--- src/rtl/ascon_perm_engine_if.sv ---
// ASCON 320-bit state type and the start/ready/done handshake bundle
// that connects the permutation engine to the mode FSM.
package ascon_pack;
    typedef logic [4:0][63:0] type_state; // word index 0 is x0
endpackage

interface ascon_perm_engine_if;
    logic                  start_i;
    logic [3:0]            nb_rounds_i;
    ascon_pack::type_state state_i;
    ascon_pack::type_state state_o;
    logic                  ready_o;
    logic                  busy_o;
    logic                  done_o;

    modport master (
        output start_i, nb_rounds_i, state_i,
        input  state_o, ready_o, busy_o, done_o
    );

    modport slave (
        input  start_i, nb_rounds_i, state_i,
        output state_o, ready_o, busy_o, done_o
    );
endinterface

--- src/rtl/ascon_perm_engine.sv ---
// Self-sequencing ASCON permutation (p12/p8/p6) with 1 or 2 rounds per clock
// and a start/ready/done handshake; the result is held until the next start.
module ascon_perm_engine #(
    parameter int unsigned UNROLL = 1
) (
    input  logic               clock_i,
    input  logic               resetb_i,
    ascon_perm_engine_if.slave bus
);
    typedef logic [4:0][63:0] state_t;
    typedef enum logic {IDLE, RUN} fsm_t;

    localparam logic [3:0] STEP = 4'(UNROLL);

    if (UNROLL != 1 && UNROLL != 2) begin : g_bad_unroll
        $error("ascon_perm_engine: UNROLL must be 1 or 2");
    end

    function automatic logic [63:0] ror(input logic [63:0] x, input int unsigned n);
        return (x >> n) | (x << (64 - n));
    endfunction

    function automatic state_t round_f(input state_t s_in, input logic [3:0] r);
        logic [63:0] x0, x1, x2, x3, x4;
        logic [63:0] t0, t1, t2, t3, t4;
        state_t      s_out;
        x0 = s_in[0];
        x1 = s_in[1];
        x2 = s_in[2] ^ {56'h0, ~r, r};
        x3 = s_in[3];
        x4 = s_in[4];
        // bit-sliced 5-bit S-box over all 64 columns
        x0 = x0 ^ x4;
        x4 = x4 ^ x3;
        x2 = x2 ^ x1;
        t0 = ~x0 & x1;
        t1 = ~x1 & x2;
        t2 = ~x2 & x3;
        t3 = ~x3 & x4;
        t4 = ~x4 & x0;
        x0 = x0 ^ t1;
        x1 = x1 ^ t2;
        x2 = x2 ^ t3;
        x3 = x3 ^ t4;
        x4 = x4 ^ t0;
        x1 = x1 ^ x0;
        x0 = x0 ^ x4;
        x3 = x3 ^ x2;
        x2 = ~x2;
        s_out[0] = x0 ^ ror(x0, 19) ^ ror(x0, 28);
        s_out[1] = x1 ^ ror(x1, 61) ^ ror(x1, 39);
        s_out[2] = x2 ^ ror(x2, 1)  ^ ror(x2, 6);
        s_out[3] = x3 ^ ror(x3, 10) ^ ror(x3, 17);
        s_out[4] = x4 ^ ror(x4, 7)  ^ ror(x4, 41);
        return s_out;
    endfunction

    fsm_t       fsm_q, fsm_d;
    state_t     st_q, st_d;
    state_t     src, r1, r2, res;
    logic [3:0] rnd_q, rnd_d;
    logic [3:0] start_rnd, r_base;
    logic       done_q, done_d;

    always_comb begin
        unique case (bus.nb_rounds_i)
            4'd6:    start_rnd = 4'd6;
            4'd8:    start_rnd = 4'd4;
            default: start_rnd = 4'd0;
        endcase
    end

    // The round datapath is shared between the start step (fed from state_i)
    // and the running steps (fed back from the state register).
    always_comb begin
        src    = (fsm_q == IDLE) ? bus.state_i : st_q;
        r_base = (fsm_q == IDLE) ? start_rnd : rnd_q;
        r1     = round_f(src, r_base);
        r2     = round_f(r1, r_base + 4'd1);
        res    = (UNROLL == 2) ? r2 : r1;
    end

    always_comb begin
        fsm_d  = fsm_q;
        st_d   = st_q;
        rnd_d  = rnd_q;
        done_d = 1'b0;
        unique case (fsm_q)
            IDLE: begin
                if (bus.start_i) begin
                    fsm_d = RUN;
                    st_d  = res;
                    rnd_d = r_base + STEP;
                end
            end
            RUN: begin
                st_d  = res;
                rnd_d = rnd_q + STEP;
                if (rnd_q + STEP >= 4'd12) begin
                    fsm_d  = IDLE;
                    done_d = 1'b1;
                end
            end
        endcase
    end

    always_ff @(posedge clock_i or negedge resetb_i) begin
        if (!resetb_i) begin
            fsm_q  <= IDLE;
            st_q   <= '0;
            rnd_q  <= '0;
            done_q <= 1'b0;
        end else begin
            fsm_q  <= fsm_d;
            st_q   <= st_d;
            rnd_q  <= rnd_d;
            done_q <= done_d;
        end
    end

    assign bus.state_o = st_q;
    assign bus.ready_o = (fsm_q == IDLE);
    assign bus.busy_o  = (fsm_q == RUN);
    assign bus.done_o  = done_q;
endmodule

--- src/flat_wrapper.sv ---
// flat-port wrapper written by rule: the top's interface ports become plain ports
module ascon_perm_engine_flat 
#(
    parameter int unsigned UNROLL = 1
)
  (clock_i, resetb_i, bus_start_i, bus_nb_rounds_i, bus_state_i, bus_state_o, bus_ready_o, bus_busy_o, bus_done_o);
  ascon_perm_engine_if bus_i ();
  input  logic clock_i;
  input  logic resetb_i;
  input wire logic [$bits(bus_i.start_i)-1:0] bus_start_i;
  input wire logic [$bits(bus_i.nb_rounds_i)-1:0] bus_nb_rounds_i;
  input wire logic [$bits(bus_i.state_i)-1:0] bus_state_i;
  output wire logic [$bits(bus_i.state_o)-1:0] bus_state_o;
  output wire logic [$bits(bus_i.ready_o)-1:0] bus_ready_o;
  output wire logic [$bits(bus_i.busy_o)-1:0] bus_busy_o;
  output wire logic [$bits(bus_i.done_o)-1:0] bus_done_o;
  assign bus_i.start_i = bus_start_i;
  assign bus_i.nb_rounds_i = bus_nb_rounds_i;
  assign bus_i.state_i = bus_state_i;
  assign bus_state_o = bus_i.state_o;
  assign bus_ready_o = bus_i.ready_o;
  assign bus_busy_o = bus_i.busy_o;
  assign bus_done_o = bus_i.done_o;
  ascon_perm_engine #(.UNROLL(UNROLL)) u_core (.clock_i(clock_i), .resetb_i(resetb_i), .bus(bus_i));
endmodule
--- config.mk ---
export PLATFORM = sky130hd
export DESIGN_NAME = ascon_perm_engine_flat
export DESIGN_NICKNAME = d
export VERILOG_FILES = /design/src/rtl/ascon_perm_engine_if.sv /design/src/rtl/ascon_perm_engine.sv /design/src/flat_wrapper.sv
export SDC_FILE = /design/constraint.sdc
export NUM_CORES = 1
export LEC_CHECK = 0
export BUFFER_PORTS_ARGS = -buffer_cell sky130_fd_sc_hd__buf_2
export CAP_MARGIN = 20
export CORE_AREA = 2 2 250 252
export DETAILED_ROUTE_END_ITERATION = 16
export DIE_AREA = 0 0 252 254
export PLACE_DENSITY = 0.75
export SETUP_SLACK_MARGIN = 0.2
export SYNTH_ARGS = -nofsm -noshare
export SYNTH_HDL_FRONTEND = slang
export SYNTH_SLANG_ARGS = --single-unit
--- constraint.sdc ---
create_clock -name clock_i -period 4.93 [get_ports clock_i]
set_input_delay 1.479 -clock clock_i [delete_from_list [all_inputs] [get_ports clock_i]]
set_output_delay 1.479 -clock clock_i [all_outputs]
set_load 0.01 [all_outputs]
# [After elaboration in Yosys (flattened, before gate mapping)]
# Index checks and enable logic that the tools add are counted.
[totals] inputBits=327 regBits=326 wordCells=71
[op_classes] add_sub_neg=2 n_bitwise=45 muxes=12 eq_ne=3 magnitude_cmp=1
[ops] operator="64-bit bitwise XOR" n=21
[ops] operator="320-bit two-way mux" n=2
[ops] operator="320-bit one-hot mux with 2 select lines" n=1
[ops] operator="64-bit inverter" n=6
[ops] operator="64-bit AND" n=5
[ops] operator="23-bit by 64-bit bitwise OR with 64-bit output" n=1
[ops] operator="25-bit by 64-bit bitwise OR with 64-bit output" n=1
[ops] operator="3-bit by 64-bit bitwise OR with 64-bit output" n=1
[ops] operator="36-bit by 64-bit bitwise OR with 64-bit output" n=1
[ops] operator="45-bit by 64-bit bitwise OR with 64-bit output" n=1
[ops] operator="47-bit by 64-bit bitwise OR with 64-bit output" n=1
[ops] operator="54-bit by 64-bit bitwise OR with 64-bit output" n=1
[ops] operator="57-bit by 64-bit bitwise OR with 64-bit output" n=1
[ops] operator="58-bit by 64-bit bitwise OR with 64-bit output" n=1
[ops] operator="63-bit by 64-bit bitwise OR with 64-bit output" n=1
[ops] operator="64-bit by 8-bit bitwise XOR with 64-bit output" n=1
[ops] operator="4-bit by 1-bit adder with 4-bit output (second input constant)" n=2
[ops] operator="4-bit two-way mux" n=2
[ops] operator="4-bit one-hot mux with 2 select lines" n=1
[ops] operator="3-bit one-hot mux with 2 select lines" n=1
[ops] operator="4-bit by 3-bit == test with 1-bit output (second input constant)" n=1
[ops] operator="4-bit == test (second input constant)" n=1
[ops] operator="4-bit greater-or-equal comparator (second input constant)" n=1
[ops] operator="1-bit two-way mux" n=4
[ops] operator="4 further kinds" n=4

# [Longest topological paths before layout]
# Gate-level depths: netlist of the first run.
[depth] depth_word=15 depth_mapped=13

# [Worst setup path after synthesis of the first run]
# OpenSTA, ideal clock, no wires.
[synth_timing] path_kind="in2reg" startpoint="input port bus_nb_rounds_i[1]" endpoint="register u_core.st_q (netlist bit u_core.bus.state_o[241])" required_ns=4.793 slack_ns=1.029 path_stages=10 setup_time_ns=0.137 arrival_time_ns=3.765 cell_sequence="or3b_2 -> a21oi_1 -> xnor2_1 -> mux2i_1 -> ha_1 -> xor2_1 -> xnor2_2 -> xor2_1 -> xnor2_1 -> a21oi_1"
[synth_between] elab_chain_len=11 elab_cells_between_ends=12 classes_between="eq/ne: 2; mux: 4; bitwise: 6"
[synth_lines] item="start, declared" line="flat_wrapper.sv:11" source="input wire logic [$bits(bus_i.nb_rounds_i)-1:0] bus_nb_rounds_i;"
[synth_lines] item="4-bit == test or 4-bit by 3-bit == test with 1-bit output (tied branches)" line="ascon_perm_engine.sv:66" source="unique case (bus.nb_rounds_i)"
[synth_lines] item="3-bit one-hot mux with 2 select lines (*)" line="ascon_perm_engine.sv:66"
[synth_lines] item="4-bit two-way mux (*)" line="ascon_perm_engine.sv:77" source="r_base = (fsm_q == IDLE) ? start_rnd : rnd_q;"
[synth_lines] item="64-bit by 8-bit bitwise XOR with 64-bit output (*)" line="ascon_perm_engine.sv:29" source="x2 = s_in[2] ^ {56'h0, ~r, r};"
[synth_lines] item="64-bit bitwise XOR (*)" line="ascon_perm_engine.sv:35" source="x2 = x2 ^ x1;"
[synth_lines] item="64-bit bitwise XOR (*)" line="ascon_perm_engine.sv:43" source="x2 = x2 ^ t3;"
[synth_lines] item="64-bit bitwise XOR (*)" line="ascon_perm_engine.sv:48" source="x3 = x3 ^ x2;"
[synth_lines] item="47-bit by 64-bit bitwise OR with 64-bit output (*)" line="ascon_perm_engine.sv:20" source="return (x >> n) | (x << (64 - n));"
[synth_lines] item="64-bit bitwise XOR (*)" line="ascon_perm_engine.sv:53" source="s_out[3] = x3 ^ ror(x3, 10) ^ ror(x3, 17);"
[synth_lines] item="320-bit two-way mux" line="ascon_perm_engine.sv:90" source="if (bus.start_i) begin"
[synth_lines] item="320-bit one-hot mux with 2 select lines (*)" line="ascon_perm_engine.sv:88" source="unique case (fsm_q)"
[synth_lines] item="end signal, assigned" line="ascon_perm_engine.sv:115" source="st_q <= st_d;"
[synth_lines] item="end, declared" line="ascon_perm_engine.sv:59" source="state_t st_q, st_d;"
# Mark *: on every way between the ends. The rest lies on a longest branch, timed or not. The select of a mux whose other input is x is not followed.
# A chain may end at the register's enable or synchronous reset.

# [Worst setup path after layout of the first run]
[layout_timing] startpoint="register u_core.fsm_q, in the netlist u_core.bus.busy_o" endpoint="output port bus_ready_o"
[layout_between] elab_chain_len=1
[layout_lines] item="start, declared" line="ascon_perm_engine.sv:58" source="fsm_t fsm_q, fsm_d;"
[layout_lines] item="start signal, assigned" line="ascon_perm_engine.sv:114" source="fsm_q <= fsm_d;"
[layout_lines] item="1-bit inverter"
[layout_lines] item="end, declared" line="flat_wrapper.sv:14" source="output wire logic [$bits(bus_i.ready_o)-1:0] bus_ready_o;"
# Every way passes these cells.

==> results.tsv, run 1 <==
stage	metric	value	unit
outcome	status	complete, no violations	
sta	finClkSkew	0.01497	ns
worst_setup_path	crit_top_cell	buf_12	
sta	setup_viol	0	
placed_design	pre_cts_ws	0.6570	ns
grt	grt_max_degree	109	
synth	yosys.cell_types.count	43	
cts	cts_sinks	326	
cells_and_area	final_cell_mix	893 x xnor2_1, 648 x buf_2, 325 x dfrtp_1	
synth	syn_area_per_cell	9.737	sq um
grt	grt_pass1_wl	192500	microns
hold_path	hold_class	flop to flop	
floorplan	core_area	61260	sq um
cts	cts_tree	done	
sta	fin_crit_sh	78.59	%
grt	grt_pass1_vias	26770	
sta	finalCriticalPeriod	3.874	ns
worst_setup_path	end_kind	output port	
cts	ctsRootBufferMaster	clkbuf_16	
run	max_cap_viol_count	0	
synth	synth_seq_area_share	26.32	%
drt	via_count	27530	
drt	drtAntennaViolNets	0	
synth	synth-warning-count	0	
cells_and_area	area_growth	21.86	%
worst_setup_path	slowest_delay	0.84	ns
cts	htreeDepth	2	
sta	worst_pin_slew	1.063	ns
cts	numCtsBuffers	39	
sta	setup_slack	1.056	ns
synth	syn_nets	3638	
worst_setup_path	crit_chain	buf_12 > inv_4 > buf_12 > buf_2	
placed_design	port_buffers	649	
drt	routed_wl	138700	microns
cells_and_area	layout-drive-gt1-share	28.97	%
sta	rsz0062_at_grt	no	
grt	antenna_found_initial	9	
cells_and_area	final_cells	4805	
cts	path_clk_slew	0.06	ns
cts	clk_latency	0.58	ns
synth	synth_edf_count	0	
placed_design	placedCellCount	4729	
synth	async_flop_share	100.0	%
sta	max_freq	258.1	MHz
floorplan	io_pins	650	
worst_setup_path	crit_arrival	2.40	ns
floorplan	dieArea	64010	sq um
worst_setup_path	worstSetupStartpointType	flop	
cts	cts_setup_buffers	0	
worst_setup_path	path_class	flop to output port	
synth	synthesis.area	30990	sq um
floorplan	dieHeight	254	microns
cts	hold_buffers	0	
drt	drtIter0Drc	3091	
cts	cts_buffer_depth	3	
worst_setup_path	cp_top_family	flip-flops	
cells_and_area	post-route-util	61.65	%
worst_setup_path	cp_num_buf_inv	4	
floorplan	rows	91	
placed_design	gp_congestion	1.067	
grt	overflow	0	
sta	setup_tns	0	ns
synth	synthFlopType	dfrtp_1	
sta	maxSlewViolCount	0	
floorplan	start_util	50.59	%
cells_and_area	fin_nets	4435	
worst_setup_path	path_max_fanout	41	
cells_and_area	final_common_cell	xnor2_1	
worst_setup_path	cp.required	3.45	ns
drt	wl_per_cell	28.88	microns
grt	grt_usage	42.54	%
sta	relSlewSlack	28.60	%
synth	synth_seq_cells	326	
worst_setup_path	slowest_stage	dfrtp_4	
floorplan	dieWidth	252	microns
placed_design	detailed_place_hpwl	116700	microns
sta	hold_viol	0	
drt	viasPerCell	5.728	
drt	drc	0	
cts	cts.repair.resized	0	
drt	dr.pass1.iters	5	
synth	syn_inst	3183	
## worst min-delay path: cells and delay by family (launching register included)
kind             cells  cell delay [ns]
AO/OA/AOI/OAI        1             0.07
flip-flops           1             0.39
AND/OR/NAND/NOR      1             0.06
## final cells by class
| class | instances | area (sq um) |
|---|---|---|
| fillers | 5382 | 23490 |
| clock buffers | 56 | 1152 |
| diodes | 7 | 17.52 |
| well taps | 790 | 988.4 |
| inverters | 31 | 118.9 |
| clock inverters | 13 | 173.9 |
| multi-input cells | 2702 | 22000 |
| repair buffers | 880 | 5155 |
| flip-flops and latches | 326 | 8162 |
## final timing paths
path                                    startpoint  slack [ns]  cells past startpoint                      end
max                              u_core.bus.busy_o        1.06                      4              bus_ready_o
min                        u_core.bus.state_o[199]        0.55                      2  u_core.bus.state_o[199]
max reg2reg                      u_core.bus.busy_o        1.10                      8    u_core.bus.state_o[8]
min reg2reg                u_core.bus.state_o[199]        0.55                      2  u_core.bus.state_o[199]
max in group asynchronous                 resetb_i        2.95                      2  u_core.bus.state_o[145]
min in group asynchronous                 resetb_i        0.88                      1  u_core.bus.state_o[179]
## Yosys cell counts (8+ instances only)
library cell / count / area share [%]
nor2b_1: 25 / 0.50
o21ai_0: 154 / 2.5
xnor2_1: 893 / 25
mux2i_1: 287 / 9.3
ha_1: 128 / 5.2
xnor2_2: 61 / 3.2
nor2_1: 210 / 2.5
mux2i_2: 20 / 0.89
inv_1: 30 / 0.36
nand2_1: 224 / 2.7
buf_4: 11 / 0.27
a21oi_1: 129 / 2.1
buf_2: 17 / 0.27
a211oi_1: 21 / 0.51
dfrtp_1: 326 / 26
xor2_1: 275 / 7.8
nand2b_1: 8 / 0.16
mux2_2: 120 / 4.4
maj3_1: 57 / 1.8
buf_6: 25 / 0.91
o21ai_1: 53 / 0.86
clkbuf_1: 66 / 0.80
## cells by family after synthesis
family                     count (synthesis)  synth area share [%]
and+or+nand+nor                          476                 6.136
DFF                                      326                 26.32
AOI/OAI and AO/OA                        368                 6.201
adders and majority gates                192                 7.263
buffers and inverters                    155                 2.729
muxes                                    436                 15.06
xor gates and xnor gates                1230                 36.29
## stage by stage
stage | cell area [sq um] | hold slack [ns]
2_1_floorplan | 30990 | 0.5337
3_3_place_gp | 36420 | 0.5179
3_5_place_dp | 36420 | 0.5300
4_1_cts | 37750 | 0.5467
5_1_grt | 37760 | 0.5811
6_report | 37770 | 0.5529
## layer usage
metal  global-route usage [%]  wire [microns]
met5                        0              29
met2                    65.53           60980
met4                    25.95            9846
met1                    54.12           53690
met3                    10.02           14200
## state kept, by name, indices dropped and copies added, names as in the netlist
| name | count |
|---|---|
| u_core.bus.done_o | 1 |
| u_core.bus.busy_o | 1 |
| u_core.rnd_q | 4 |
| u_core.bus.state_o | 320 |
Power of run 1 is not shown: default switching activity piles up to over one toggle a cycle in this logic, so the estimate is an artifact.
==> run 2, diff against run 1 <==
--- a/config.mk
+++ b/config.mk
@@ -7,9 +7,9 @@
 export LEC_CHECK = 0
 export BUFFER_PORTS_ARGS = -buffer_cell sky130_fd_sc_hd__buf_2
 export CAP_MARGIN = 20
-export CORE_AREA = 2 2 250 252
+export CORE_AREA = 2 2 255 257
 export DETAILED_ROUTE_END_ITERATION = 16
-export DIE_AREA = 0 0 252 254
+export DIE_AREA = 0 0 257 259
 export PLACE_DENSITY = 0.75
 export SETUP_SLACK_MARGIN = 0.2
 export SYNTH_ARGS = -nofsm -noshare
==> constraint.sdc (replaced) <==
create_clock -name clock_i -period 3.5 [get_ports clock_i]
set_input_delay 1.05 -clock clock_i [delete_from_list [all_inputs] [get_ports clock_i]]
set_output_delay 1.05 -clock clock_i [all_outputs]
set_load 0.01 [all_outputs]
==> run 2 against run 1 <==
Net effect:
- sequential cell count stayed put
- critical path depth is 6 higher
- clock-buffer cell count is 6 higher
- cell area is 4.5% higher
- clock skew is 0.0097 ns higher
- largest cell class unchanged
==> results.tsv, run 2 (synthesis gave the netlist of run 1 again) <==
stage	metric	value	unit	change
outcome	status	complete, no violations		
sta	finalCriticalPeriod	3.328	ns	
cts	numCtsBuffers	41		+5.1%
cts	ctsRootBufferMaster	clkbuf_16		
floorplan	rows	93		+2.2%
cts	path_clk_slew	0.06	ns	about the same
placed_design	gp_congestion	1.052		-1.4%
grt	overflow	0		unchanged
worst_setup_path	path_class	flop to flop		
placed_design	detailed_place_hpwl	120700	microns	+3.5%
sta	setup_viol	0		unchanged
worst_setup_path	reg2reg_from	u_core.bus.busy_o		
cts	cts_buffer_depth	3		unchanged
run	max_cap_viol_count	0		unchanged
sta	relSlewSlack	28.56	%	-0.047 points
grt	grt_usage	41.47	%	-1.1 points
drt	drtIter0Drc	2709		-12%
cells_and_area	final_cells	5041		+4.9%
worst_setup_path	crit_arrival	3.77	ns	+1.37 ns
cells_and_area	layout-drive-gt1-share	32.29	%	+3.3 points
cts	htreeDepth	2		unchanged
drt	dr.pass1.iters	5		unchanged
drt	viasPerCell	5.577		-2.6%
sta	hold_viol	0		unchanged
cts	clk_latency	0.59	ns	about the same
placed_design	port_buffers	649		unchanged
cells_and_area	largest_register_ffs	320		unchanged
sta	fin_crit_sh	95.08	%	
cells_and_area	final_common_cell	xnor2_1		
sta	worst_pin_slew	1.068	ns	+0.004729 ns
sta	finClkSkew	0.02466	ns	+0.009687 ns
drt	drc	0		unchanged
floorplan	start_util	48.51	%	-2.1 points
grt	grt_max_degree	109		unchanged
drt	wl_per_cell	28.17	microns	-2.4%
worst_setup_path	worstSetupStartpointType	flop		
sta	rsz0062_at_grt	yes		
sta	setup_slack	0.1722	ns	-0.8833 ns
sta	max_freq	300.5	MHz	
worst_setup_path	cp-startpoint	u_core.bus.busy_o		
drt	drtAntennaViolNets	0		unchanged
floorplan	dieWidth	257	microns	+2.0%
worst_setup_path	worstSetupEndpoint	u_core.bus.state_o[124]		
placed_design	placedCellCount	4965		+5.0%
grt	grt_pass1_vias	26850		+0.32%
floorplan	io_pins	650		unchanged
cells_and_area	area_growth	27.31	%	
grt	antenna_found_initial	3		-6
worst_setup_path	cp.required	3.94	ns	+0.49 ns
cells_and_area	final_cell_mix	884 x xnor2_1, 648 x buf_2, 379 x buf_4		
worst_setup_path	rr_worst_depth	10		+2
placed_design	pre_cts_ws	-0.06522	ns	-0.7222 ns
worst_setup_path	end_kind	flop		
drt	via_count	28110		+2.1%
cells_and_area	fin_nets	4608		+3.9%
drt	routed_wl	142000	microns	+2.4%
cts	cts_sinks	326		unchanged
worst_setup_path	rr_endpoint	u_core.bus.state_o[124]		
floorplan	dieArea	66560	sq um	+4.0%
grt	grt_pass1_wl	196600	microns	+2.2%
sta	maxSlewViolCount	0		unchanged
worst_setup_path	reg2reg_slack	0.17	ns	-0.93 ns
hold_path	hold_class	input pin to asynchronous set/reset pin		
worst_setup_path	path_max_fanout	35		-15%
floorplan	dieHeight	259	microns	+2.0%
floorplan	core_area	63880	sq um	+4.3%
cts	cts_tree	done		
-- run 2: critical path, cell delays in order, from the launching register on --
cell     delay [ns]
dfrtp_4        0.50
buf_12         0.24
buf_4          0.20
mux2_2         0.39
ha_1           0.26
xor2_1         0.18
xnor2_1        0.70
buf_4          0.27
xnor2_1        0.13
xnor2_1        0.14
a21oi_1        0.08
-- run 2: final cells by class --
| type | count | area (sq um) |
|---|---|---|
| antenna | 2 | 5.005 |
| fill | 5559 | 24430 |
| tap | 855 | 1070 |
| timing repair buffer | 1051 | 6555 |
| inverter | 31 | 118.9 |
| clock buffer | 62 | 1247 |
| multi-input combinational | 2702 | 22110 |
| clock inverter | 12 | 191.4 |
| sequential | 326 | 8162 |
-- run 2: how the worst min path moves through the flow --
stage,startpoint,endpoint,slack [ns],depth (start not counted)
final,resetb_i,u_core.bus.state_o[181],0.47,1
after CTS,resetb_i,u_core.bus.state_o[171],0.49,1
after detailed placement,u_core.bus.state_o[234],u_core.bus.state_o[234],0.51,2
after global routing,resetb_i,u_core.bus.state_o[180],0.51,1
after floorplan,u_core.bus.state_o[102],u_core.bus.state_o[102],0.53,2
after global placement,u_core.bus.state_o[234],u_core.bus.state_o[234],0.50,2
-- run 2: timing repair --
action / CTS / global route
setup buffers: 0 / 0
gates resized for setup: 0 / 13
setup endpoints to repair: 0 / 17
hold buffers: 0 / 0
-- run 2: metrics by stage --
step	utilization, %	area (sq um)	hold WS [ns]	setup TNS, ns
global route	61.76	39460	0.5133	0
CTS	61.63	39370	0.4921	0
detailed placement	59.37	37930	0.5131	-0.2710
global placement	59.37	37930	0.5016	-0.2014
finish	61.76	39460	0.4718	0
floorplan	-	31020	0.5337	0
-- run 2: layer usage --
| metal | global-route usage (%) | routed length [microns] |
|---|---|---|
| met1 | 53.87 | 56520 |
| met2 | 66.83 | 64810 |
| met3 | 7.996 | 12970 |
| met4 | 19.06 | 7710 |
| met5 | 0 | 13 |
Power of run 2 is left out for the same reason.
